## src/rtl/aix_dma_pkg.sv

```systemverilog
// -----------------------------------------------------------------------------
// aix_dma_pkg
// Shared definitions for the DMA read-burst generator:
//   - FSM state encoding of the burst sequencer
//   - AXI constants (INCR burst type, OKAY response)
//   - bit index of the burst-end flag in the downstream beat count
// -----------------------------------------------------------------------------
package aix_dma_pkg;

    typedef enum logic [2:0] {
        ST_IDLE = 3'd0,
        ST_ADDR = 3'd1,
        ST_DATA = 3'd2,
        ST_GAP  = 3'd3,
        ST_HOLD = 3'd4,
        ST_DONE = 3'd5
    } dma_rd_state_e;

    localparam logic [1:0] BURST_INCR = 2'b01;
    localparam logic [1:0] RESP_OKAY  = 2'b00;

    // Downstream uses cnt[3:0] as BRAM sub-address and cnt[4] as burst end.
    localparam int CNT_END_BIT = 4;

endpackage

```

## src/rtl/dma_rd_beat_reg.sv

```systemverilog
// -----------------------------------------------------------------------------
// dma_rd_beat_reg
// Output register stage for the R-channel beat stream handed to the BRAM
// write-address controller.
//   clk_i, rst_ni   clock, asynchronous active-low reset
//   hs_i            R handshake this cycle (i_rvalid & o_rready)
//   data_i          R data of the handshaken beat
//   idx_i           beat index of the handshaken beat (0..BURST_LEN-1)
//   gap_i           sequencer is in its one-cycle GAP state
//   data_o          registered beat data
//   vld_o           registered beat-valid strobe
//   rvalid_o        registered R handshake (same timing as vld_o)
//   cnt_o           beat index, or the end marker (bit CNT_END_BIT) after GAP
//   done_o          one-cycle pulse coincident with the end marker
// -----------------------------------------------------------------------------
module dma_rd_beat_reg
    import aix_dma_pkg::*;
#(
    parameter int DATA_W = 64
) (
    input  logic              clk_i,
    input  logic              rst_ni,
    input  logic              hs_i,
    input  logic [DATA_W-1:0] data_i,
    input  logic [7:0]        idx_i,
    input  logic              gap_i,
    output logic [DATA_W-1:0] data_o,
    output logic              vld_o,
    output logic              rvalid_o,
    output logic [7:0]        cnt_o,
    output logic              done_o
);

    localparam logic [7:0] CNT_END = 8'(1 << CNT_END_BIT);

    logic [DATA_W-1:0] data_q;
    logic              vld_q;
    logic [7:0]        cnt_q;
    logic              done_q;

    // The last beat is shown while the sequencer sits in GAP, so registering
    // gap_i puts the end marker exactly one cycle after index 15.
    always_ff @(posedge clk_i or negedge rst_ni) begin
        if (!rst_ni) begin
            data_q <= '0;
            vld_q  <= 1'b0;
            cnt_q  <= '0;
            done_q <= 1'b0;
        end else begin
            vld_q  <= hs_i;
            done_q <= gap_i;
            if (hs_i) begin
                data_q <= data_i;
                cnt_q  <= idx_i;
            end else if (gap_i) begin
                cnt_q  <= CNT_END;
            end else begin
                cnt_q  <= '0;
            end
        end
    end

    assign data_o   = data_q;
    assign vld_o    = vld_q;
    assign rvalid_o = vld_q;
    assign cnt_o    = cnt_q;
    assign done_o   = done_q;

endmodule

```

## src/rtl/dma_rd_burst_gen.sv

```systemverilog
// -----------------------------------------------------------------------------
// dma_rd_burst_gen
// AXI4 read-burst master: fetches i_num_burst fixed-length INCR bursts starting
// at i_base_addr, one burst outstanding at a time, and turns the R channel into
// a registered beat stream (data, valid, beat count with end flag, done pulse).
// A downstream hold blocks the next AR issue between bursts.
//
// Ports
//   i_clk, i_rstn          clock, asynchronous active-low reset
//   i_start                start pulse (ignored while o_busy)
//   i_base_addr            first burst address (sampled on accepted start)
//   i_num_burst            number of bursts (sampled on accepted start)
//   i_hold                 downstream hold, blocks the next AR
//   o_busy, o_done         busy level / one-cycle completion pulse
//   o_err                  sticky RRESP / RLAST error, cleared on start
//   o_ar*, i_arready       AXI AR channel
//   i_r*, o_rready         AXI R channel
//   o_rvalid, o_read_data, o_read_data_vld, o_read_data_cnt, o_read_done
//                          registered beat stream for the BRAM writer
//   o_stall_cnt            (only with DMA_RD_STALL_CNT_EN) AR/R stall cycles
//
// Build option: define DMA_RD_STALL_CNT_EN to add the saturating stall counter.
// -----------------------------------------------------------------------------
module dma_rd_burst_gen
    import aix_dma_pkg::*;
#(
    parameter int AXI_ADDR_WIDTH  = 32,
    parameter int AXI_DATA_WIDTH  = 64,
    parameter int BURST_LEN       = 16,
    parameter int NUM_BURST_WIDTH = 16
) (
    input  logic                      i_clk,
    input  logic                      i_rstn,
    input  logic                      i_start,
    input  logic [AXI_ADDR_WIDTH-1:0] i_base_addr,
    input  logic [NUM_BURST_WIDTH-1:0] i_num_burst,
    input  logic                      i_hold,
    output logic                      o_busy,
    output logic                      o_done,
    output logic                      o_err,
    output logic [AXI_ADDR_WIDTH-1:0] o_araddr,
    output logic [7:0]                o_arlen,
    output logic [2:0]                o_arsize,
    output logic [1:0]                o_arburst,
    output logic                      o_arvalid,
    input  logic                      i_arready,
    input  logic [AXI_DATA_WIDTH-1:0] i_rdata,
    input  logic [1:0]                i_rresp,
    input  logic                      i_rlast,
    input  logic                      i_rvalid,
    output logic                      o_rready,
    output logic                      o_rvalid,
    output logic [AXI_DATA_WIDTH-1:0] o_read_data,
    output logic                      o_read_data_vld,
    output logic [7:0]                o_read_data_cnt,
    output logic                      o_read_done
`ifdef DMA_RD_STALL_CNT_EN
    ,
    output logic [31:0]               o_stall_cnt
`endif
);

    localparam int                        BEAT_W    = $clog2(BURST_LEN);
    localparam logic [BEAT_W-1:0]         BEAT_LAST = BEAT_W'(BURST_LEN - 1);
    localparam logic [AXI_ADDR_WIDTH-1:0] ADDR_INC  =
        AXI_ADDR_WIDTH'(BURST_LEN * AXI_DATA_WIDTH / 8);

    dma_rd_state_e               state_q, state_d;
    logic                        arvalid_q, rready_q, busy_q, done_q;
    logic [AXI_ADDR_WIDTH-1:0]   addr_q, addr_d;
    logic [NUM_BURST_WIDTH-1:0]  rem_q, rem_d;
    logic [BEAT_W-1:0]           beat_q, beat_d;
    logic                        err_q, err_d;

    logic ar_hs, r_hs, last_beat, start_acc;

    assign ar_hs     = arvalid_q & i_arready;
    assign r_hs      = rready_q & i_rvalid;
    assign last_beat = (beat_q == BEAT_LAST);
    assign start_acc = i_start & (state_q == ST_IDLE);

    always_comb begin
        state_d = state_q;
        addr_d  = addr_q;
        rem_d   = rem_q;
        beat_d  = beat_q;
        err_d   = err_q;
        case (state_q)
            ST_IDLE: begin
                if (start_acc) begin
                    addr_d  = i_base_addr;
                    rem_d   = i_num_burst;
                    beat_d  = '0;
                    err_d   = 1'b0;
                    state_d = (i_num_burst == '0) ? ST_DONE : ST_ADDR;
                end
            end
            ST_ADDR: begin
                // rem_q counts bursts not yet issued; it reaches 0 on the
                // final AR so GAP can decide on it directly.
                if (ar_hs) begin
                    addr_d  = addr_q + ADDR_INC;
                    rem_d   = rem_q - 1'b1;
                    state_d = ST_DATA;
                end
            end
            ST_DATA: begin
                // Burst end is decided by the beat count; RLAST is only
                // checked against it.
                if (r_hs) begin
                    beat_d = beat_q + 1'b1;
                    if (i_rresp != RESP_OKAY) err_d = 1'b1;
                    if (i_rlast != last_beat) err_d = 1'b1;
                    if (last_beat) state_d = ST_GAP;
                end
            end
            ST_GAP: begin
                if (rem_q == '0)  state_d = ST_DONE;
                else if (i_hold)  state_d = ST_HOLD;
                else              state_d = ST_ADDR;
            end
            ST_HOLD: begin
                if (!i_hold) state_d = ST_ADDR;
            end
            ST_DONE: begin
                state_d = ST_IDLE;
            end
            default: begin
                state_d = ST_IDLE;
            end
        endcase
    end

    // AXI valid/ready are registered from the next state so they align with
    // state_q. o_done follows DONE by one cycle, landing just after the
    // burst-end marker; busy drops on that same cycle.
    always_ff @(posedge i_clk or negedge i_rstn) begin
        if (!i_rstn) begin
            state_q   <= ST_IDLE;
            arvalid_q <= 1'b0;
            rready_q  <= 1'b0;
            busy_q    <= 1'b0;
            done_q    <= 1'b0;
            addr_q    <= '0;
            rem_q     <= '0;
            beat_q    <= '0;
            err_q     <= 1'b0;
        end else begin
            state_q   <= state_d;
            arvalid_q <= (state_d == ST_ADDR);
            rready_q  <= (state_d == ST_DATA);
            busy_q    <= (state_d != ST_IDLE);
            done_q    <= (state_q == ST_DONE);
            addr_q    <= addr_d;
            rem_q     <= rem_d;
            beat_q    <= beat_d;
            err_q     <= err_d;
        end
    end

    assign o_busy    = busy_q;
    assign o_done    = done_q;
    assign o_err     = err_q;
    assign o_araddr  = addr_q;
    assign o_arlen   = 8'(BURST_LEN - 1);
    assign o_arsize  = 3'($clog2(AXI_DATA_WIDTH / 8));
    assign o_arburst = BURST_INCR;
    assign o_arvalid = arvalid_q;
    assign o_rready  = rready_q;

    dma_rd_beat_reg #(
        .DATA_W (AXI_DATA_WIDTH)
    ) u_beat_reg (
        .clk_i    (i_clk),
        .rst_ni   (i_rstn),
        .hs_i     (r_hs),
        .data_i   (i_rdata),
        .idx_i    (8'(beat_q)),
        .gap_i    (state_q == ST_GAP),
        .data_o   (o_read_data),
        .vld_o    (o_read_data_vld),
        .rvalid_o (o_rvalid),
        .cnt_o    (o_read_data_cnt),
        .done_o   (o_read_done)
    );

`ifdef DMA_RD_STALL_CNT_EN
    logic [31:0] stall_q;
    logic        stall_ev;

    assign stall_ev = ((state_q == ST_ADDR) && !i_arready) ||
                      ((state_q == ST_DATA) && !i_rvalid);

    always_ff @(posedge i_clk or negedge i_rstn) begin
        if (!i_rstn) begin
            stall_q <= '0;
        end else if (start_acc) begin
            stall_q <= '0;
        end else if (stall_ev && (stall_q != '1)) begin
            stall_q <= stall_q + 1'b1;
        end
    end

    assign o_stall_cnt = stall_q;
`endif

endmodule

```

## config.mk

```make
export PLATFORM = sky130hd
export DESIGN_NAME = dma_rd_burst_gen
export DESIGN_NICKNAME = d
export VERILOG_FILES = /design/src/rtl/aix_dma_pkg.sv /design/src/rtl/dma_rd_beat_reg.sv /design/src/rtl/dma_rd_burst_gen.sv
export SDC_FILE = /design/constraint.sdc
export NUM_CORES = 1
export LEC_CHECK = 0
export ABC_CLOCK_PERIOD_IN_PS = 2000
export CORE_UTILIZATION = 40
export DETAILED_ROUTE_END_ITERATION = 8
export GPL_TIMING_DRIVEN = 0
export PLACE_DENSITY_LB_ADDON = 0.3
export SETUP_SLACK_MARGIN = 0.2
export SLEW_MARGIN = 20
export SYNTH_ARGS = -nofsm -noshare
export SYNTH_HDL_FRONTEND = slang
export SYNTH_SLANG_ARGS = --single-unit
```

## constraint.sdc

```tcl
create_clock -name i_clk -period 2 [get_ports i_clk]
set_input_delay 0.4 -clock i_clk [delete_from_list [all_inputs] [get_ports i_clk]]
set_output_delay 0.4 -clock i_clk [all_outputs]
set_load 0.01 [all_outputs]
```

# Word level (Yosys, flattened, before mapping)
# Index checks and enable logic that the tools add are counted.
# word_totals
ff_bits	134
latchBits	0
ram_bits	0
mem_bits_ro	0
inputBits	121
out_inout_bits	125
mem_count	0
# classes
add_sub_neg	3
n_mul	0
n_div	0
order_cmp	0
n_eq_ne	13
shifts	0
mux	25
n_bitwise	3
n_reduce_logical	10
# ops
cell	count
32-bit 2-to-1 mux	2
32-bit case mux with 2 select lines	1
32-bit by 8-bit adder with 32-bit output (second input constant)	1
16-bit logical NOT	2
16-bit 2-to-1 mux	2
16-bit case mux with 2 select lines	1
3-bit 2-to-1 mux	8
16-bit by 1-bit subtractor with 16-bit output (second input constant)	1
3-bit case mux with 5 select lines	1
3-bit by 2-bit equality test with 1-bit output (second input constant)	3
4-bit 2-to-1 mux	2
8-bit 2-to-1 mux	1
4-bit case mux with 2 select lines	1
3-bit by 1-bit equality test with 1-bit output (second input constant)	2
3-bit equality test (second input constant)	2
3-bit AND reduction	2
2-bit nonzero test	3
5-bit 2-to-1 mux	1
4-bit by 1-bit adder with 4-bit output (second input constant)	1
4-bit equality test (second input constant)	1
1-bit 2-to-1 mux	4
2-bit != test (second input constant)	2
4-bit AND reduction	1
1-bit bitwise AND	3
other kinds (6)	6

# Depth between registers and ports, before layout
# Gate-level depths: netlist of the first run.
# logic_depth
ltp_word	5
ltp_mapped	7
mapped_depth_nobuf	6

# Cells and area by module
# From an unflattened synthesis of the first run, not the netlist that was laid out.
# hier_totals
hier_cells	586
hier_area_um2	6720.2
# modules_own_cells
mod	instances	cells_per_inst	area_per_inst_um2
dma_rd_burst_gen	1	431	3706.1
dma_rd_beat_reg	1	155	3014.1

# Least setup slack after synthesis of the first run
# Ideal clock, no wire load.
# synth_timing
kind	reg2reg
startpoint	register addr_q[7] (netlist: o_araddr[7])
endpoint	register addr_q[29] (netlist: o_araddr[29])
arrival_ns	1.971
t_required_ns	1.874
slack_ns	-0.096
path_stages_with_launch	6
cell_sequence	dfrtp_1 -> ha_1 -> nand4_1 -> or4_4 -> or4_1 -> o311a_1
# synth_between
elab_chain_len	3
# synth_rtl
item	line	text
start, declared	dma_rd_burst_gen.sv:70	logic [AXI_ADDR_WIDTH-1:0] addr_q, addr_d;
start signal, assigned	dma_rd_burst_gen.sv:154	addr_q <= addr_d;
32-bit by 8-bit adder with 32-bit output	dma_rd_burst_gen.sv:102	addr_d = addr_q + ADDR_INC;
32-bit 2-to-1 mux	dma_rd_burst_gen.sv:101	if (ar_hs) begin
32-bit case mux with 2 select lines	dma_rd_burst_gen.sv:88	case (state_q)
# Every way passes these cells. The select of a mux whose other input is x is not followed.
# A chain may end at the register's enable or synchronous reset.

# Worst setup path after layout of the first run
# layout_timing
startpoint	register addr_q[8] (netlist: o_araddr[8])
endpoint	register addr_q[29] (netlist: o_araddr[29])
# The elaborated chain is that of the path after synthesis.

==> results.tsv, run 1 <==
stage	metric	value	unit
yosys	Mapped Area	6327	um^2
cts	Clock transition at path regs	0.06	ns
outcome	status	complete, no violations	
yosys	Top FF cell, synth	dfrtp_1	
cts	clk buf depth	2	
sta	Hold Slack	0.4841	ns
sta	relative slew slack	62.50	%
grt	first-pass GRT wire length	31.10	mm
floorplan	row count	45	
placement	Placed Cells incl. Taps	1044	
sta	skew final	0.005839	ns
sta	Final setup viols	0	
cts	CTS root buffer	clkbuf_16	
placement	Post-DP HPWL	14.24	mm
yosys	post-synthesis cell type count	64	
cts	CTS buffer count	17	
cells_and_area	layout cells sized above 1	26.91	%
floorplan	Core ar.	15310	um^2
sta	RSZ-0062 raised after global routing	true	
worst_setup_path	CP Class	register to register	
yosys	sequential-to-total area share from yosys stat	51.81	%
power_and_ir_drop	Tot Pwr	15.89	mW
cells_and_area	leading cell types in the layout, fill and taps excluded	clkdlybuf4s50_1, dfrtp_1, mux2_2	
grt	gr ovfl total	0	
worst_setup_path	Worst setup SP type	register	
sta	Worst-Margin Slew	0.5574	ns
floorplan	Die X	127.8	um
sta	Tcrit/Tclk final	97.56	%
grt	number of global-route vias before repair	5974	
route	drt wl/cell	18.63	um
cells_and_area	most common cell after layout, fill and taps aside	clkdlybuf4s50_1	
yosys	syn_area_per_cell	10.74	um^2
placement	number of port buffers	229	
route	initial DRC count	481	
yosys	synthesized flop and latch total	131	
cells_and_area	n_diodes	0	
cells_and_area	fin cells	1114	
power_and_ir_drop	Pleak	4.498	nW
floorplan	initial core utilization	41.32	%
yosys	Ys Warns	0	
route	vias	6137	
power_and_ir_drop	peak supply drop	0.8273	mV
sta	max-slew violations	0	
grt	initial antenna violation count	0	
job	max_cap viols	0	
cts	CTS tree	built	
worst_setup_path	critical path endpoint category	register	
route	drt drc	0	
floorplan	Ports	246	
placement	Final Wtd Congestion	0.9307	
route	Post-Route WL	20.76	mm
cells_and_area	area delta synth->final	62.39	%
sta	Final Hold Viols	0	
worst_setup_path	Worst EP arrival	2.25	ns
yosys	Synth Instances	589	
route	post-route ant nets	0	
worst_setup_path	Worst Path Required	2.30	ns
sta	f_max	512.5	MHz
sta	post-layout minimum cycle time	1.951	ns
worst_setup_path	reg2reg start	o_araddr[8]	
yosys	FFs w/ async S/R, synth	100.0	%
cts	htree depth	4	
cts	CTS sink cnt	131	
floorplan	die area	16330	um^2
yosys	EDFF count, synth	0	
worst_setup_path	Reg2Reg Depth	6	
cells_and_area	Net count, final	1014	
power_and_ir_drop	Power Density	1546	nW/um^2
grt	largest net degree at the start of global routing	87	
worst_setup_path	maximum net fanout on the critical path	5	
min_path	worst min-delay path class	input port to async pin	
worst_setup_path	r2r endpoint	o_araddr[29]	
cts	Clock Latency Late Sink	0.41	ns
worst_setup_path	R2R Setup Slk	0.05	ns
route	Detailed Routing Iterations Pass 1	6	
grt	Total GRT Usage	24.78	%
placement	Place WS	-0.6663	ns
floorplan	Die H	127.8	um
sta	Setup WS post-layout	0.04873	ns
route	vias per cell	5.509	
registers in the layout (all words and copies together) (netlist names), 3 cells and up:
name	count
u_beat_reg.data_o	64
state_q	3
beat_q	4
o_araddr	32
u_beat_reg.cnt_o	5
rem_q	16
Yosys cell counts, types with 3 or more instances:
master | count | share of area (%)
nand2b_1 | 4 | 0.40
inv_1 | 10 | 0.59
dfrtp_1 | 131 | 52
o32ai_1 | 3 | 0.42
or3_1 | 6 | 0.59
and2_1 | 3 | 0.30
nor3b_1 | 9 | 1.1
o31ai_1 | 4 | 0.47
a211oi_1 | 5 | 0.59
nand4_1 | 7 | 0.69
o311a_1 | 5 | 0.79
a21oi_1 | 24 | 1.9
mux2i_1 | 11 | 1.7
nor2_1 | 22 | 1.3
nand3_1 | 24 | 1.9
buf_4 | 18 | 2.1
nor4_1 | 12 | 1.2
a22oi_1 | 4 | 0.47
nor3_1 | 7 | 0.55
o21ai_0 | 26 | 2.1
clkbuf_1 | 24 | 1.4
o2bb2ai_1 | 3 | 0.42
a2bb2oi_1 | 5 | 0.69
or4_1 | 4 | 0.47
ha_1 | 3 | 0.59
mux2_2 | 66 | 12
buf_1 | 5 | 0.30
o211ai_1 | 5 | 0.59
and3_1 | 11 | 1.1
a32oi_1 | 7 | 0.97
and4_1 | 3 | 0.42
nand2_1 | 67 | 4.0
buf_2 | 5 | 0.40
o311ai_0 | 3 | 0.42
a31oi_1 | 4 | 0.40
through the flow:
| stage | utilization, % | TNS, ns | cell area (um^2) |
|---|---|---|---|
| 2_1_floorplan | - | -0.05373 | 6384 |
| 3_3_place_gp | 58.37 | -626.18 | 8940 |
| 3_5_place_dp | 58.59 | -44.42 | 8972 |
| 4_1_cts | 64.71 | 0 | 9911 |
| 5_1_grt | 67.09 | 0 | 10270 |
| 6_report | 67.09 | 0 | 10270 |
worst max-delay path, cell delays in order, from the launching register on:
cell     delay, ns
dfrtp_1       0.35
buf_4         0.12
ha_4          0.13
nand4_1       0.19
or4_4         0.51
or4_1         0.42
o311a_1       0.13
layer usage:
metal  wire [um]  GRT usage, %  up-vias  part of all wire, %
li1            -             -     2742                    -
met1        7657         28.75     2931                   37
met2       10320         41.78      406                   50
met3        2318         8.973       58                   11
met4         457         9.619        0                  2.2
met5           0             0        -                    0
kinds of logic after synthesis:
| group | after synthesis | synth area share (%) |
|---|---|---|
| xor+xnor | 2 | 0.2769 |
| fa+ha+maj | 3 | 0.5933 |
| buf+inv | 62 | 4.845 |
| other cells | 2 | 0.1187 |
| simple gates | 194 | 16.08 |
| flops | 131 | 51.81 |
| compound gates | 118 | 12.79 |
| mux | 77 | 13.49 |
worst max-delay path by stage:
stage           startpoint      endpoint  slack (ns)  cells after the start
6_report       o_araddr[8]  o_araddr[29]        0.05                      6
2_1_floorplan  o_araddr[8]  o_araddr[29]       -0.05                      5
5_1_grt        o_araddr[8]  o_araddr[31]        0.02                      6
4_1_cts        o_araddr[7]  o_araddr[29]        0.09                      5
3_3_place_gp        i_rstn   o_araddr[7]       -4.95                      1
3_5_place_dp       i_start     rem_q[11]       -0.67                      7
power breakdown:
part           switching (mW)  internal, mW
sequential              0.993          3.88
combinational            3.75          4.14
clock                    1.18          1.96
layout make-up:
type | count | area, um^2
fillers | 1168 | 5040
plain buffers | 52 | 394.1
clock inverters | 13 | 161.4
flip-flops and latches | 131 | 3299
multi-input cells | 410 | 3065
well taps | 211 | 264.0
repair buffers | 268 | 2620
clock buffers | 19 | 432.9
inverters | 10 | 37.54
timing repair:
action	4_1_cts	5_1_grt
pin swaps	2	13
hold endpoints to repair	45	0
gates cloned	0	2
resized for setup	92	87
setup endpoints to repair	112	97
hold buffers	1	0
buffers inserted	19	16
(Power assumes the default switching activity.)
==> inputs of run 2 (changes only) <==
Settings changed: SLEW_MARGIN 20 to not set.
==> results.tsv, run 2 (same netlist as run 1, synthesis figures left out) <==
stage	metric	value	unit	change
worst_setup_path	worst path cell trace	buf_4, ha_4, nand4_1, or4_4, or4_1, o311a_1		
grt	gr ovfl total	0		unchanged
power_and_ir_drop	Pleak	4.502	nW	about the same
worst_setup_path	Worst setup SP type	register		
placement	Final Wtd Congestion	0.9307		unchanged
min_path	worst min-delay path class	register to register		
worst_setup_path	Reg2Reg Depth	6		unchanged
placement	placed inst area	8969	um^2	about the same
worst_setup_path	Worst Setup SP	o_araddr[8]		
placement	Place WS	-0.6663	ns	+0.000001000 ns
worst_setup_path	CP Class	register to register		
outcome	status	complete, no violations		
sta	max-slew violations	0		unchanged
route	Detailed Routing Iterations Pass 1	6		unchanged
cells_and_area	most common cell after layout, fill and taps aside	clkdlybuf4s50_1		
cells_and_area	max FFs per register	64		unchanged
sta	f_max	514.1	MHz	+0.31%
cells_and_area	fin util	67.12	%	about the same
worst_setup_path	slowest CP cell	or4_4		
grt	number of global-route vias before repair	6007		+0.55%
floorplan	Ports	246		unchanged
route	post-route ant nets	0		unchanged
grt	largest net degree at the start of global routing	87		unchanged
route	drt drc	0		unchanged
route	vias	6087		-0.81%
grt	Total GRT Usage	24.82	%	+0.039 points
cts	Clock transition at path regs	0.06	ns	about the same
cts	CTS root buffer	clkbuf_16		
route	drt wl/cell	18.68	um	+0.26%
power_and_ir_drop	peak supply drop	0.8281	mV	about the same
route	vias per cell	5.464		-0.81%
cts	clk buf depth	2		unchanged
floorplan	die area	16330	um^2	unchanged
sta	Final setup viols	0		unchanged
sta	Setup WS post-layout	0.05482	ns	+0.006094 ns
cells_and_area	leading cell types in the layout, fill and taps excluded	clkdlybuf4s50_1, dfrtp_1, mux2_2		
sta	skew final	0.007068	ns	+0.001230 ns
job	max_cap viols	0		unchanged
grt	initial antenna violation count	0		unchanged
worst_setup_path	Worst Path Required	2.30	ns	about the same
min_path	hold depth	2		
cells_and_area	filler instances	1168		unchanged
floorplan	initial core utilization	41.32	%	unchanged
placement	Post-DP HPWL	14.25	mm	about the same
floorplan	Core ar.	15310	um^2	unchanged
placement	number of port buffers	229		unchanged
floorplan	row count	45		unchanged
sta	post-layout minimum cycle time	1.945	ns	-0.006094 ns
route	initial DRC count	546		+14%
cells_and_area	Final Cell Area	10280	um^2	about the same
cts	CTS sink cnt	131		unchanged
worst_setup_path	r2r endpoint	o_araddr[29]		
min_path	hold path startpoint	o_araddr[5]		
cts	htree depth	4		unchanged
min_path	WHS Endpoint	o_araddr[5]		
cells_and_area	area delta synth->final	62.45	%	about the same
worst_setup_path	maximum net fanout on the critical path	5		unchanged
sta	relative slew slack	63.19	%	+0.70 points
power_and_ir_drop	Tot Pwr	15.92	mW	+0.20%
floorplan	Die X	127.8	um	unchanged
worst_setup_path	Worst EP arrival	2.25	ns	about the same
cts	Clock Latency Late Sink	0.42	ns	about the same
worst_setup_path	R2R Setup Slk	0.05	ns	about the same
worst_setup_path	critical path endpoint category	register		
worst_setup_path	crit-path max cell delay	0.51	ns	about the same
power_and_ir_drop	Power Density	1549	nW/um^2	+0.16%
grt	first-pass GRT wire length	31.13	mm	about the same
cells_and_area	Net count, final	1014		unchanged
sta	Tcrit/Tclk final	97.26	%	-0.30 points
worst_setup_path	reg2reg start	o_araddr[8]		
sta	RSZ-0062 raised after global routing	true		
cts	CTS buffer count	17		unchanged
sta	Worst-Margin Slew	0.5470	ns	-0.01040 ns
cts	CTS tree	built		
sta	Final Hold Viols	0		unchanged
floorplan	Die H	127.8	um	unchanged
cells_and_area	n_diodes	0		unchanged
cells_and_area	layout cells sized above 1	26.69	%	-0.22 points
route	Post-Route WL	20.81	mm	+0.26%
[run 2: cell counts in the layout (fill, tap and decap cells not counted)]
Identical to the previous run, type by type.
[run 2: layer usage]
| metal | GRT usage (%) | vias up | part of all wire, % |
|---|---|---|---|
| li1 | - | 2736 | - |
| met1 | 28.75 | 2949 | 38 |
| met2 | 41.82 | 364 | 50 |
| met3 | 8.848 | 38 | 11 |
| met4 | 10.03 | 0 | 1.8 |
| met5 | 0 | - | 0 |
[run 2: area by class of cell]
cell class / instances / area (um^2) / area share [%]
repair buffers: 268 / 2616 / 25.45
multi-input cells: 410 / 3075 / 29.92
well taps: 211 / 264.0 / 2.568
flip-flops and latches: 131 / 3298 / 32.09
inverters: 10 / 37.54 / 0.3652
clock buffers: 19 / 432.9 / 4.212
clock inverters: 13 / 161.4 / 1.570
plain buffers: 52 / 392.9 / 3.822
[run 2: worst max-delay path by stage]
| stage | slack [ns] | depth (start not counted) | endpoint |
|---|---|---|---|
| global placement | -4.95 | 1 | o_araddr[7] |
| CTS | 0.09 | 5 | o_araddr[29] |
| global route | 0.02 | 6 | o_araddr[29] |
| finish | 0.05 | 6 | o_araddr[29] |
| floorplan | -0.05 | 5 | o_araddr[29] |
| detailed placement | -0.67 | 7 | rem_q[11] |
[run 2: power breakdown]
group          internal [mW]  switching, mW
Clock                   1.96           1.19
Sequential              3.88          0.999
Combinational           4.14           3.75
Total                   9.98           5.95
[run 2: what timing repair did]
item,CTS,global route
hold buffers,1,0
gates resized for setup,92,85
endpoints found under the hold margin,45,0
setup buffers,19,16
cloned,0,2
pin swaps,2,13
setup endpoints to repair,112,97
[run 2: worst max-delay path, delay by kind of cell (launching register included)]
| family | cells | cell delay [ns] |
|---|---|---|
| AND/OR/NAND/NOR | 3 | 1.11 |
| flip-flops | 1 | 0.35 |
| adder cells (fa/ha/maj) | 1 | 0.13 |
| AO/OA/AOI/OAI | 1 | 0.13 |
| buffers and inverters | 1 | 0.12 |
[run 2: through the flow]
step | hold slack (ns) | cells | TNS (ns)
floorplan | 0.1044 | 603 | -0.05373
detailed placement | 0.3710 | 1044 | -44.39
global placement | 0.4672 | 1043 | -626.18
finish | 0.4877 | 1114 | 0
global route | 0.5114 | 1114 | 0
CTS | 0.4874 | 1096 | 0
